==> config.mk <==
export PLATFORM = sky130hd
export DESIGN_NAME = adder_serial_nbit
export DESIGN_NICKNAME = d
export VERILOG_FILES = /design/src/rtl/adder_pkg.sv /design/src/rtl/adder_digit.sv /design/src/rtl/adder_serial_nbit.sv
export SDC_FILE = /design/constraint.sdc
export NUM_CORES = 1
export LEC_CHECK = 0
export CAP_MARGIN = 20
export CORE_MARGIN = 2
export CORE_UTILIZATION = 35
export CTS_CLUSTER_DIAMETER = 50
export DETAILED_ROUTE_END_ITERATION = 10
export MAX_ROUTING_LAYER = met4
export PLACE_DENSITY = 0.55
export RECOVER_POWER = 50
export SYNTH_ARGS = -nofsm -noshare
export SYNTH_HDL_FRONTEND = slang
export SYNTH_HIERARCHICAL = 1
export SYNTH_SLANG_ARGS = --single-unit
==> constraint.sdc <==
create_clock -name clk -period 4.5 [get_ports clk]
set_input_delay 0.9 -clock clk [delete_from_list [all_inputs] [get_ports clk]]
set_output_delay 0.9 -clock clk [all_outputs]
set_load 0.01 [all_outputs]
==> src/rtl/adder_pkg.sv <==
// Shared definitions for the digit-serial adder family.
//   state_e   : controller states
//   ndig_of   : number of digit cycles per operation
//   cnt_w     : digit-index width (never below 1 bit)
//   width_ok  : legality check, WIDTH must be a non-zero multiple of DIGIT
package adder_pkg;

  typedef enum logic [1:0] {
    IDLE = 2'd0,
    RUN  = 2'd1,
    DONE = 2'd2
  } state_e;

  function automatic int ndig_of(input int width, input int digit);
    return width / digit;
  endfunction

  function automatic int cnt_w(input int ndig);
    return (ndig <= 1) ? 1 : $clog2(ndig);
  endfunction

  function automatic bit width_ok(input int width, input int digit);
    return (digit > 0) && (width >= digit) && ((width % digit) == 0);
  endfunction

endpackage

==> src/rtl/adder_digit.sv <==
// Combinational DIGIT-bit ripple-carry adder slice.
//   a, b : digit operands
//   cin  : carry into bit 0
//   s    : digit sum
//   cout : carry out of the top bit
module adder_digit #(
  parameter int DIGIT = 4
) (
  input  logic [DIGIT-1:0] a,
  input  logic [DIGIT-1:0] b,
  input  logic             cin,
  output logic [DIGIT-1:0] s,
  output logic             cout
);

  logic [DIGIT:0] c;

  assign c[0] = cin;

  for (genvar i = 0; i < DIGIT; i++) begin : g_bit
    assign s[i]   = a[i] ^ b[i] ^ c[i];
    assign c[i+1] = (a[i] & b[i]) | (c[i] & (a[i] ^ b[i]));
  end

  assign cout = c[DIGIT];

endmodule

==> src/rtl/adder_serial_nbit.sv <==
// Digit-serial WIDTH-bit adder/subtractor, DIGIT bits per clock, LSB first.
//   clk, rst        : clock, synchronous active-high reset
//   start           : request, taken only in IDLE or DONE
//   a, b, cin, sub  : operands / carry-in / subtract select, latched on accept
//   busy            : digits in flight
//   done            : one-cycle pulse when sum/cout/ovf update
//   sum, cout, ovf  : result, carry out (sub: 1 = no borrow), signed overflow
module adder_serial_nbit
  import adder_pkg::*;
#(
  parameter int WIDTH = 16,
  parameter int DIGIT = 4
) (
  input  logic             clk,
  input  logic             rst,
  input  logic             start,
  input  logic [WIDTH-1:0] a,
  input  logic [WIDTH-1:0] b,
  input  logic             cin,
  input  logic             sub,
  output logic             busy,
  output logic             done,
  output logic [WIDTH-1:0] sum,
  output logic             cout,
  output logic             ovf
);

  localparam int NDIG = ndig_of(WIDTH, DIGIT);
  localparam int CW   = cnt_w(NDIG);
  localparam logic [CW-1:0] K_LAST = CW'(NDIG - 1);

  if (!width_ok(WIDTH, DIGIT)) begin : g_bad_width
    $error("adder_serial_nbit: WIDTH must be a non-zero multiple of DIGIT");
  end

  state_e           state_q, state_d;
  logic [WIDTH-1:0] a_q, a_d;
  logic [WIDTH-1:0] b_q, b_d;      // holds B' (already inverted for subtract)
  logic             carry_q, carry_d;
  logic [CW-1:0]    k_q, k_d;
  logic [WIDTH-1:0] psum_q, psum_d;
  logic [WIDTH-1:0] sum_q, sum_d;
  logic             cout_q, cout_d;
  logic             ovf_q, ovf_d;

  logic [DIGIT-1:0] dig_a, dig_b, dig_s;
  logic             dig_c;
  logic [WIDTH-1:0] full;

  assign dig_a = a_q[int'(k_q)*DIGIT +: DIGIT];
  assign dig_b = b_q[int'(k_q)*DIGIT +: DIGIT];

  adder_digit #(.DIGIT(DIGIT)) u_digit (
    .a    (dig_a),
    .b    (dig_b),
    .cin  (carry_q),
    .s    (dig_s),
    .cout (dig_c)
  );

  always_comb begin
    state_d = state_q;
    a_d     = a_q;
    b_d     = b_q;
    carry_d = carry_q;
    k_d     = k_q;
    psum_d  = psum_q;
    sum_d   = sum_q;
    cout_d  = cout_q;
    ovf_d   = ovf_q;
    full    = psum_q;
    full[int'(k_q)*DIGIT +: DIGIT] = dig_s;

    case (state_q)
      IDLE, DONE: begin
        if (start) begin
          state_d = RUN;
          a_d     = a;
          b_d     = sub ? ~b : b;
          // Subtract is a + ~b + 1 - borrow_in, so the initial carry is ~cin.
          carry_d = cin ^ sub;
          k_d     = '0;
        end else if (state_q == DONE) begin
          state_d = IDLE;
        end
      end
      RUN: begin
        psum_d  = full;
        carry_d = dig_c;
        if (k_q == K_LAST) begin
          state_d = DONE;
          sum_d   = full;
          cout_d  = dig_c;
          ovf_d   = (a_q[WIDTH-1] == b_q[WIDTH-1]) && (full[WIDTH-1] != a_q[WIDTH-1]);
          k_d     = '0;
        end else begin
          k_d = k_q + CW'(1);
        end
      end
      default: state_d = IDLE;
    endcase
  end

  always_ff @(posedge clk) begin
    if (rst) begin
      state_q <= IDLE;
      a_q     <= '0;
      b_q     <= '0;
      carry_q <= 1'b0;
      k_q     <= '0;
      psum_q  <= '0;
      sum_q   <= '0;
      cout_q  <= 1'b0;
      ovf_q   <= 1'b0;
    end else begin
      state_q <= state_d;
      a_q     <= a_d;
      b_q     <= b_d;
      carry_q <= carry_d;
      k_q     <= k_d;
      psum_q  <= psum_d;
      sum_q   <= sum_d;
      cout_q  <= cout_d;
      ovf_q   <= ovf_d;
    end
  end

  assign busy = (state_q == RUN);
  assign done = (state_q == DONE);
  assign sum  = sum_q;
  assign cout = cout_q;
  assign ovf  = ovf_q;

endmodule

==> summary.md <==
| Metric | Value |
|---|---|
| Post-route ant nets | `0` |
| Critical path's top delay family | `adder cells` |
| TritonCTS clock tree | `yes` |
| Hold depth | `2` |
| CTS sink cnt | `roughly 70` |
| Gp weighted congestion | `approximately 0.73` |
| PortBufs | `56` |
| WL/cell | `~13 um` |
| Reg2reg end | `ovf` |
| Initial DRT Pass Iterations | `4` |
| Crit Reg-Reg Startpoint | `k_q[0]` |
| Pins Over Slew Limit | `53` |
| Crit path to | `ovf` |
| Fin nets | `445` |
| Mean area per synthesized cell | `9.20 sq um` |
| Core Area | `approximately 9200 sq um` |
| Area grow syn2layout | `23.7%` |
| Cell Chain, Critical Path | `mux4_2, fa_1, inv_1, fa_1, inv_1, fa_1, inv_1, fa_1, inv_1, and4bb_2, mux2i_1, o221ai_1` |
| CP Capture Type | `register` |
| Largest net degree at the start of global routing | `between 50 and 60` |
| Setup TNS | `0 ns` |
| Max VDD drop | `0.173 mV` |
| Utilization after layout | `between 40% and 50%` |
| Failing checks | `capacitance limit, slew limit` |
| PwrDens | `between 300 and 400 nW/um^2` |
| RSZ-0062 raised after global routing | `no` |
| Peak Freq | `slightly below 300 MHz` |
| Slowest CP cell | `mux4_2` |
| Sequential cell area fraction in the yosys report | `between 40% and 50%` |
| Worst min path class | `reg -> reg` |
| DRC | `0` |
| Die Ht | `around 100 um` |
| Number of global-route vias before repair | `approximately 2400` |
| Hold Buf Count CTS | `0` |
| Cells after synthesis | `around 350` |
| Postcts setup bufs | `0` |
| Simple-Gate Fraction of Synth Area | `between 10% and 20%` |
| Grt met3 use | `4.65%` |
| Share of layout cells above drive strength 1 | `under 10%` |
| Number of buffers created by CTS | `9` |
| Leakage power | `between 1 and 1.5 nW` |
| Outcome | `finished with violations` |
| GRT overflow | `0` |
| Top Ports | `57` |
| Site row count | `35` |
| Worst Tran Pin Value | `roughly 2.2 ns` |
| Cell variety after synth | `34` |
| Die X-Extent | `100 um` |
| Final wirelength | `6790 um` |
| WP depth | `12` |
| Initial antenna violation count | `0` |
| Htree depth | `3` |
| Vias | `2507` |
| Clock latency on the worst-skew pair | `roughly 0.34 ns` |
| Tot GR Track Use | `14.7%` |
| Clock Skew | `about 0.012 ns` |
| WP data arrival | `about 3.7 ns` |
| WS Path Type | `reg -> reg` |
| Adder-cell share of the synthesized area | `4.76%` |
| Crit path required time | `4.72 ns` |
| Vias/cell | `~5` |
| Maxcap violations | `1` |
| Total die area | `~10000 sq um` |
| Initial DRC count | `between 40 and 50` |
| Final hold vios | `0` |
| Post-CTS sizing | `0` |
| Starting Density | `between 30% and 40%` |
| Compound-Gate Fraction of Synth Area | `around 17%` |
| Ant diodes | `0` |
| Post-synthesis xor/xnor area fraction | `between 4 and 5%` |
| Tmin final | `around 3.4 ns` |
| Buf/Inv on CP | `4` |
| GR Util met1 | `a little under a fifth` |
| Syn_nets | `about 400` |
| CP max stage delay | `around 0.57 ns` |
| Post-route clock period utilization | `76.5%` |
| DP Wirelength | `4760 um` |
| Post-Syn Area | `approximately 3300 sq um` |
| First-pass GRT wire length | `11400 um` |
| Slack of the worst reg-to-reg path | `1.06 ns` |
| Critical Path Source Type | `register` |
| Max clock buf depth | `2` |
| Rel. slew slack | `-48.9%` |
| Crit path from | `k_q[0]` |
| Main combinational cell family by area after synthesis | `compound AO/OA/AOI/OAI gates` |
| Mux cell area share after synthesis | `between 6 and 7%` |
| Number of synthesized register bits | `71` |
| Biggest fanout along the worst timing path | `7` |
| Gr busiest metal | `met2` |
| Worst r2r path cells | `12` |
| # setup viols final | `0` |
| Synth warn | `6` |
| Clock-pin slew on the worst setup and hold paths | `0.08 ns` |
| Clk root buf | `clkbuf_8` |
| Power Total | `roughly 1.4 mW` |
| Met2 usage | `23.1%` |
==> routing by layer <==
metal | share of wire (%) | routed length, um
met1 | 49 | 3350
met2 | 45 | 3080
met3 | 4.4 | 296
met4 | 0.84 | 57
met5 | 0 | 0
==> where the power goes <==
| part | switching, mW | internal (mW) |
|---|---|---|
| sequential | 0.0219 | 0.666 |
| combinational | 0.119 | 0.106 |
| clock | 0.228 | 0.252 |
| total | 0.369 | 1.02 |
==> through the flow <==
| step | hold slack [ns] | setup slack [ns] | instances | instance area, sq um |
|---|---|---|---|---|
| after floorplan | 0.433 | 1.00 | 354 | 3260 |
| after global placement | 0.446 | 1.04 | 498 | 3850 |
| after detailed placement | 0.445 | 1.03 | 498 | 3850 |
| after CTS | 0.456 | 1.02 | 513 | 4030 |
| after global routing | 0.480 | 0.803 | 513 | 4030 |
| final | 0.456 | 1.06 | 513 | 4030 |
==> layout make-up <==
cell class	count	area, sq um
inverters	13	48.8
multi-input cells	243	1660
flip-flops and latches	71	1420
clock buffers	11	131
fillers	915	5120
clock inverters	4	47.5
well taps	111	139
repair buffers	60	581
==> placed cells by master (no fill, tap or decap), types with 2 or more instances in the layout <==
cell type / instances
mux2i_1: 4
buf_4: 3
nand2b_1: 3
o21ai_0: 2
ha_1: 6
clkbuf_8: 9
xnor2_1: 16
inv_1: 12
nor2_1: 52
nor2b_1: 17
and4bb_2: 2
nand2_1: 33
and4b_1: 2
clkdlybuf4s50_1: 36
dlygate4sd3_1: 19
nand3_1: 2
dfxtp_1: 71
clkinv_2: 2
fa_1: 4
a31oi_1: 5
a21oi_1: 28
mux4_2: 8
a211oi_1: 48
clkbuf_1: 4
==> worst min-delay path by stage <==
stage,startpoint,to,slack [ns]
floorplan,a_q[10],a_q[10],0.43
global placement,a_q[4],a_q[4],0.45
detailed placement,a_q[11],a_q[11],0.45
CTS,a_q[11],a_q[11],0.46
global route,a_q[1],a_q[1],0.48
finish,a_q[11],a_q[11],0.46
==> cell usage after synthesis, drive strengths merged <==
cell type	n	share of area [%]
a211oi	48	11
a21oi	28	4.3
a22oi	1	0.23
a31oi	5	0.96
and2	1	0.19
and3b	1	0.27
and4b	2	0.61
and4bb	3	1.2
buf	15	2.8
clkbuf	12	1.4
dfxtp	71	44
fa	4	2.5
ha	6	2.3
inv	13	1.5
mux2i	4	1.2
mux4	8	5.5
nand2	33	3.8
nand2b	3	0.58
nand3	2	0.31
nand3b	1	0.23
nor2	52	6.0
nor2b	18	3.5
nor3b	1	0.38
nor4b	1	0.27
o2111ai	1	0.27
o21ai	2	0.31
o221ai	1	0.27
xnor2	16	4.3
xor2	1	0.27
==> registers in the layout, indices dropped and copies added, names as in the netlist <==
register and cells:
state_q 2, cout 1, psum_q 16, sum 16, b_q 16, ovf 1
a_q 16, carry_q 1, k_q 2
==> cell families after synthesis <==
logic type / after synthesis
flip-flops: 71
AO/OA/AOI/OAI: 86
multiplexers: 12
XOR/XNOR: 17
adder cells (fa/ha/maj): 10
buffers and inverters: 40
AND/OR/NAND/NOR: 118
==> worst min-delay path, cell delays in order (launching register included) <==
cell and delay, ns:
dfxtp_1 0.31, nand2_1 0.05, a21oi_1 0.05
Note: power is estimated with default switching activity, not from simulation.
==> variant 1 (same settings) <==
Register the inputs `start`, `a`, `b`, `cin` and `sub` before use, cleared by the reset. The logic sees them one clock later.
--- a/src/rtl/adder_serial_nbit.sv
+++ b/src/rtl/adder_serial_nbit.sv
@@ -28,6 +28,28 @@
   localparam int NDIG = ndig_of(WIDTH, DIGIT);
   localparam int CW   = cnt_w(NDIG);
   localparam logic [CW-1:0] K_LAST = CW'(NDIG - 1);
+
+  logic start_q;
+  logic [WIDTH-1:0] a_r;
+  logic [WIDTH-1:0] b_r;
+  logic cin_q;
+  logic sub_q;
+
+  always_ff @(posedge clk) begin
+    if (rst) begin
+      start_q <= '0;
+      a_r     <= '0;
+      b_r     <= '0;
+      cin_q   <= '0;
+      sub_q   <= '0;
+    end else begin
+      start_q <= start;
+      a_r     <= a;
+      b_r     <= b;
+      cin_q   <= cin;
+      sub_q   <= sub;
+    end
+  end
 
   if (!width_ok(WIDTH, DIGIT)) begin : g_bad_width
     $error("adder_serial_nbit: WIDTH must be a non-zero multiple of DIGIT");
@@ -73,12 +95,12 @@
 
     case (state_q)
       IDLE, DONE: begin
-        if (start) begin
+        if (start_q) begin
           state_d = RUN;
-          a_d     = a;
-          b_d     = sub ? ~b : b;
+          a_d     = a_r;
+          b_d     = sub_q ? ~b_r : b_r;
           // Subtract is a + ~b + 1 - borrow_in, so the initial carry is ~cin.
-          carry_d = cin ^ sub;
+          carry_d = cin_q ^ sub_q;
           k_d     = '0;
         end else if (state_q == DONE) begin
           state_d = IDLE;
Check against the original RTL: not equivalent (a bounded check fails within 4 cycles, from zero or initial values and one cycle with rst high).
==> variant 1 against the unedited design <==
Largest cell class is now registers; sequential cell count up 35; routed wire length grew 18%; clock skew down 0.0034 ns; die area is 28% higher; total power rose by 39%; sequential power increased by 47%; synthesized area increased by 29%; the flow still finishes with violations (capacitance limit, slew limit); final area rose by 27%; cell count is 21% higher; worst setup slack worse by 0.20 ns; via count is 17% higher; critical path depth unchanged.
==> variant 1: results (changes against the unedited design) <==
| Metric | Value |
|---|---|
| Share of layout cells above drive strength 1 | 0.0716 (was 0.0721) |
| Netlist cell types | 33 (was 34) |
| LEAKAGE | 1.77 nW (was 1.48 nW) |
| Final wirelength | 7990 µm (was 6790 µm) |
| CP max FO | 10 (was 7) |
| Status | finished, violations left (unchanged) |
| NetSw | 0.476 mW (was 0.369 mW) |
| Final slew viol count | 94 (was 53) |
| First-pass GRT wire length | 13600 µm (was 11400 µm) |
| DP Worst Slack | 0.837 ns (was 1.03 ns) |
| Period utilization | 0.809 (was 0.765) |
| Clk root buf | clkbuf_16 (was clkbuf_8) |
| Max cap viols | 1 (unchanged) |
| Vias in the first global route | 2868 (was 2378) |
| Clk pwr share | 0.379 (was 0.345) |
| Failing checks | capacitance limit, slew limit (unchanged) |
| Largest net degree at the start of global routing | 109 (was 53) |
| # fillers | 1175 (was 915) |
| Commonest cells in the netlist | dfxtp_1 (106), nor2b_1 (54), nor2_1 (52) (was dfxtp_1 (71), nor2_1 (52), a211oi_1 (48)) |
| All-Layer GR Usage | 0.133 (was 0.147) |
| Mapped Nets | 476 (was 401) |
| Worst path slowest cell | dfxtp_1 (was mux4_2) |
| Net count, final | 517 (was 445) |
| Worst VDD drop | 0.000167 V (was 0.000173 V) |
| Via/cell ratio | 4.73 (was 4.89) |
variant 1: final cells by class:
type | count | share of cell area
timing repair buffer | 61 | 0.115
multi-input combinational | 279 | 0.370
sequential | 106 | 0.415
inverter | 13 | 0.00955
tap | 147 | 0.0360
clock inverter | 7 | 0.0100
clock buffer | 9 | 0.0441
variant 1: power groups by stage:
| stage | registers (mW) | clock network, mW | logic [mW] |
|---|---|---|---|
| final | 1.01 | 0.733 | 0.192 |
| after global routing | 1.02 | 0.793 | 0.215 |
| after CTS | 1.01 | 0.754 | 0.196 |
| after detailed placement | 1.03 | 0 | 0.195 |
| after global placement | 1.03 | 0 | 0.192 |
| after floorplan | 1.02 | 0 | 0.141 |
variant 1: worst paths after layout:
kind	to	startpoint	cells past startpoint
max	ovf	k_q[0]	12
min	a_q[10]	a_r[10]	2
max reg2reg	ovf	k_q[0]	12
min reg2reg	a_q[10]	a_r[10]	2
variant 1: tightest hold or removal path, cell delays in order, from the launching register on:
cell	delay (ns)
dfxtp_1	0.30
nand2_1	0.05
a21oi_1	0.05
variant 1: metrics by stage:
stage	cell area (µm²)	instances
floorplan	4220	429
global placement	4830	605
detailed placement	4830	605
CTS	5110	621
global route	5110	622
finish	5110	622
variant 1: per-layer routing:
layer / GRT usage / part of all wire / vias to the layer above
met1: 0.167 / 0.48 / 1351
met4: 0.0366 / 0.012 / 0
met3: 0.0308 / 0.033 / 9
li1: - / - / 1538
met2: 0.217 / 0.47 / 46
met5: - / 0 / -
variant 1: kinds of logic (layout without fill, tap and decap cells):
logic type,after synthesis,in the layout,synth area share
buf+inv,44,90,0.0501
simple gates,155,155,0.188
mux,11,11,0.0498
xor+xnor,17,17,0.0353
compound gates,86,86,0.137
flops,106,106,0.503
fa+ha+maj,10,10,0.0368
==> variant 2 (same flow settings) <==
Without the edit above. Change the parameter `WIDTH` from 16 to 32.
--- a/src/rtl/adder_serial_nbit.sv
+++ b/src/rtl/adder_serial_nbit.sv
@@ -8,7 +8,7 @@
 module adder_serial_nbit
   import adder_pkg::*;
 #(
-  parameter int WIDTH = 16,
+  parameter int WIDTH = 32,
   parameter int DIGIT = 4
 ) (
   input  logic             clk,
Interface: changed (resized a, b and sum); port bits go from 57 to 105. The function was not compared with the original's and may differ.
==> variant 2 against the unedited design <==
Routed wire length increased by 130%; worst setup slack got worse by 0.44 ns; fmax decreased by 11%; final area increased by 100%; sequential cell count increased by 65; synthesized area increased by 97%; total power increased by 110%; first-iteration DRC count increased to 6.7 times the old value; critical path depth increased by 4.
==> variant 2: results (changes against the unedited design) <==
| Metric | Value |
|---|---|
| Register area share after synthesis | 0.424 (was 0.436) |
| Max_slew headroom | 0.0114 (was -0.489) |
| CP max FO | 16 (was 7) |
| Mapped Nets | 799 (was 401) |
| Initial DRC Count | 276 (was 41) |
| Worst path slowest cell | fa_1 (was mux4_2) |
| Total CTS buffers | 17 (was 9) |
| Detailed-router iteration count before antenna repair | 5 (was 4) |
| First-pass GRT wire length | 25800 µm (was 11400 µm) |
| All-Layer GR Usage | 0.170 (was 0.147) |
| WL met3 | 651 µm (was 296 µm) |
| P_seq | 1.29 mW (was 0.688 mW) |
| Vias in the first global route | 5234 (was 2378) |
| Worst VDD drop | 0.000259 V (was 0.000173 V) |
| DP Worst Slack | 0.613 ns (was 1.03 ns) |
| Netlist cell types | 54 (was 34) |
| Critical path arrival | 4.21 ns (was 3.66 ns) |
| Status | finished, final reports clean (was finished, violations left) |
| Clock Latency Late Sink | 0.42 ns (was 0.34 ns) |
| LEAKAGE | 3.05 nW (was 1.48 nW) |
| Combinational fraction of design power | 0.123 (was 0.161) |
| Wl on met1 | 7070 µm (was 3350 µm) |
| Via count | 5250 (was 2507) |
| Final wirelength | 15700 µm (was 6790 µm) |
| Final Wtd Congestion | 0.874 (was 0.728) |
| Commonest cells in the netlist | dfxtp_1 (136), nand2_1 (103), nor2_1 (103) (was dfxtp_1 (71), nor2_1 (52), a211oi_1 (48)) |
| Setup Skew | 0.00708 ns (was 0.0116 ns) |
| Cell Pwr Density | 368 mW/mm² (was 346 mW/mm²) |
| DR WL met2 | 7660 µm (was 3080 µm) |
| Crit path largest cell delay | 0.42 ns (was 0.57 ns) |
| Post-DP HPWL | 11200 µm (was 4760 µm) |
## variant 2: changes by cell type in the layout (fill, tap and decap cells not counted), sizes merged, moves of 10 or more
cell	unedited run	this run
nor2b	18	2
dlygate4sd3	19	36
nor3	0	17
dfxtp	71	136
nor2	52	104
mux2i	4	14
nand2	33	103
clkdlybuf4s50	36	66
xnor2	16	33
## variant 2: logic make-up after synthesis
logic type,Yosys count,synth area share
DFF,136,0.424
AOI/OAI and AO/OA,133,0.146
buffers and inverters,80,0.0560
and+or+nand+nor,288,0.211
xor gates and xnor gates,33,0.0450
adders and majority gates,11,0.0261
muxes,38,0.0920
## variant 2: cell type report
class / instances / area (µm²)
Clock inverter: 13 / 131
Multi-Input combinational cell: 503 / 3340
Fill cell: 1725 / 9850
Timing Repair Buffer: 114 / 1130
Clock buffer: 19 / 433
Sequential cell: 136 / 2720
Inverter: 20 / 75.1
Tap cell: 229 / 287
## variant 2: final timing paths
path,startpoint,to,slack [ns],cells past startpoint
min,a_q[7],a_q[7],0.46,2
max reg2reg,k_q[1],sum[31],0.61,16
max,k_q[1],sum[31],0.61,16
min reg2reg,a_q[7],a_q[7],0.46,2
## variant 2: metal layers
metal | GRT usage | vias to the layer above
li1 | - | 2635
met4 | 0.0670 | 0
met2 | 0.284 | 129
met3 | 0.0327 | 26
met1 | 0.203 | 2460
met5 | - | -
## variant 2: per-stage QoR
| step | std cells | hold WS, ns | util | instance area (µm²) |
|---|---|---|---|---|
| final | 1034 | 0.456 | 0.452 | 8110 |
| after global placement | 1001 | 0.445 | 0.420 | 7540 |
| after CTS | 1033 | 0.458 | 0.451 | 8110 |
| after floorplan | 719 | 0.433 | - | 6420 |
| after detailed placement | 1001 | 0.450 | 0.420 | 7540 |
| after global routing | 1034 | 0.475 | 0.452 | 8110 |
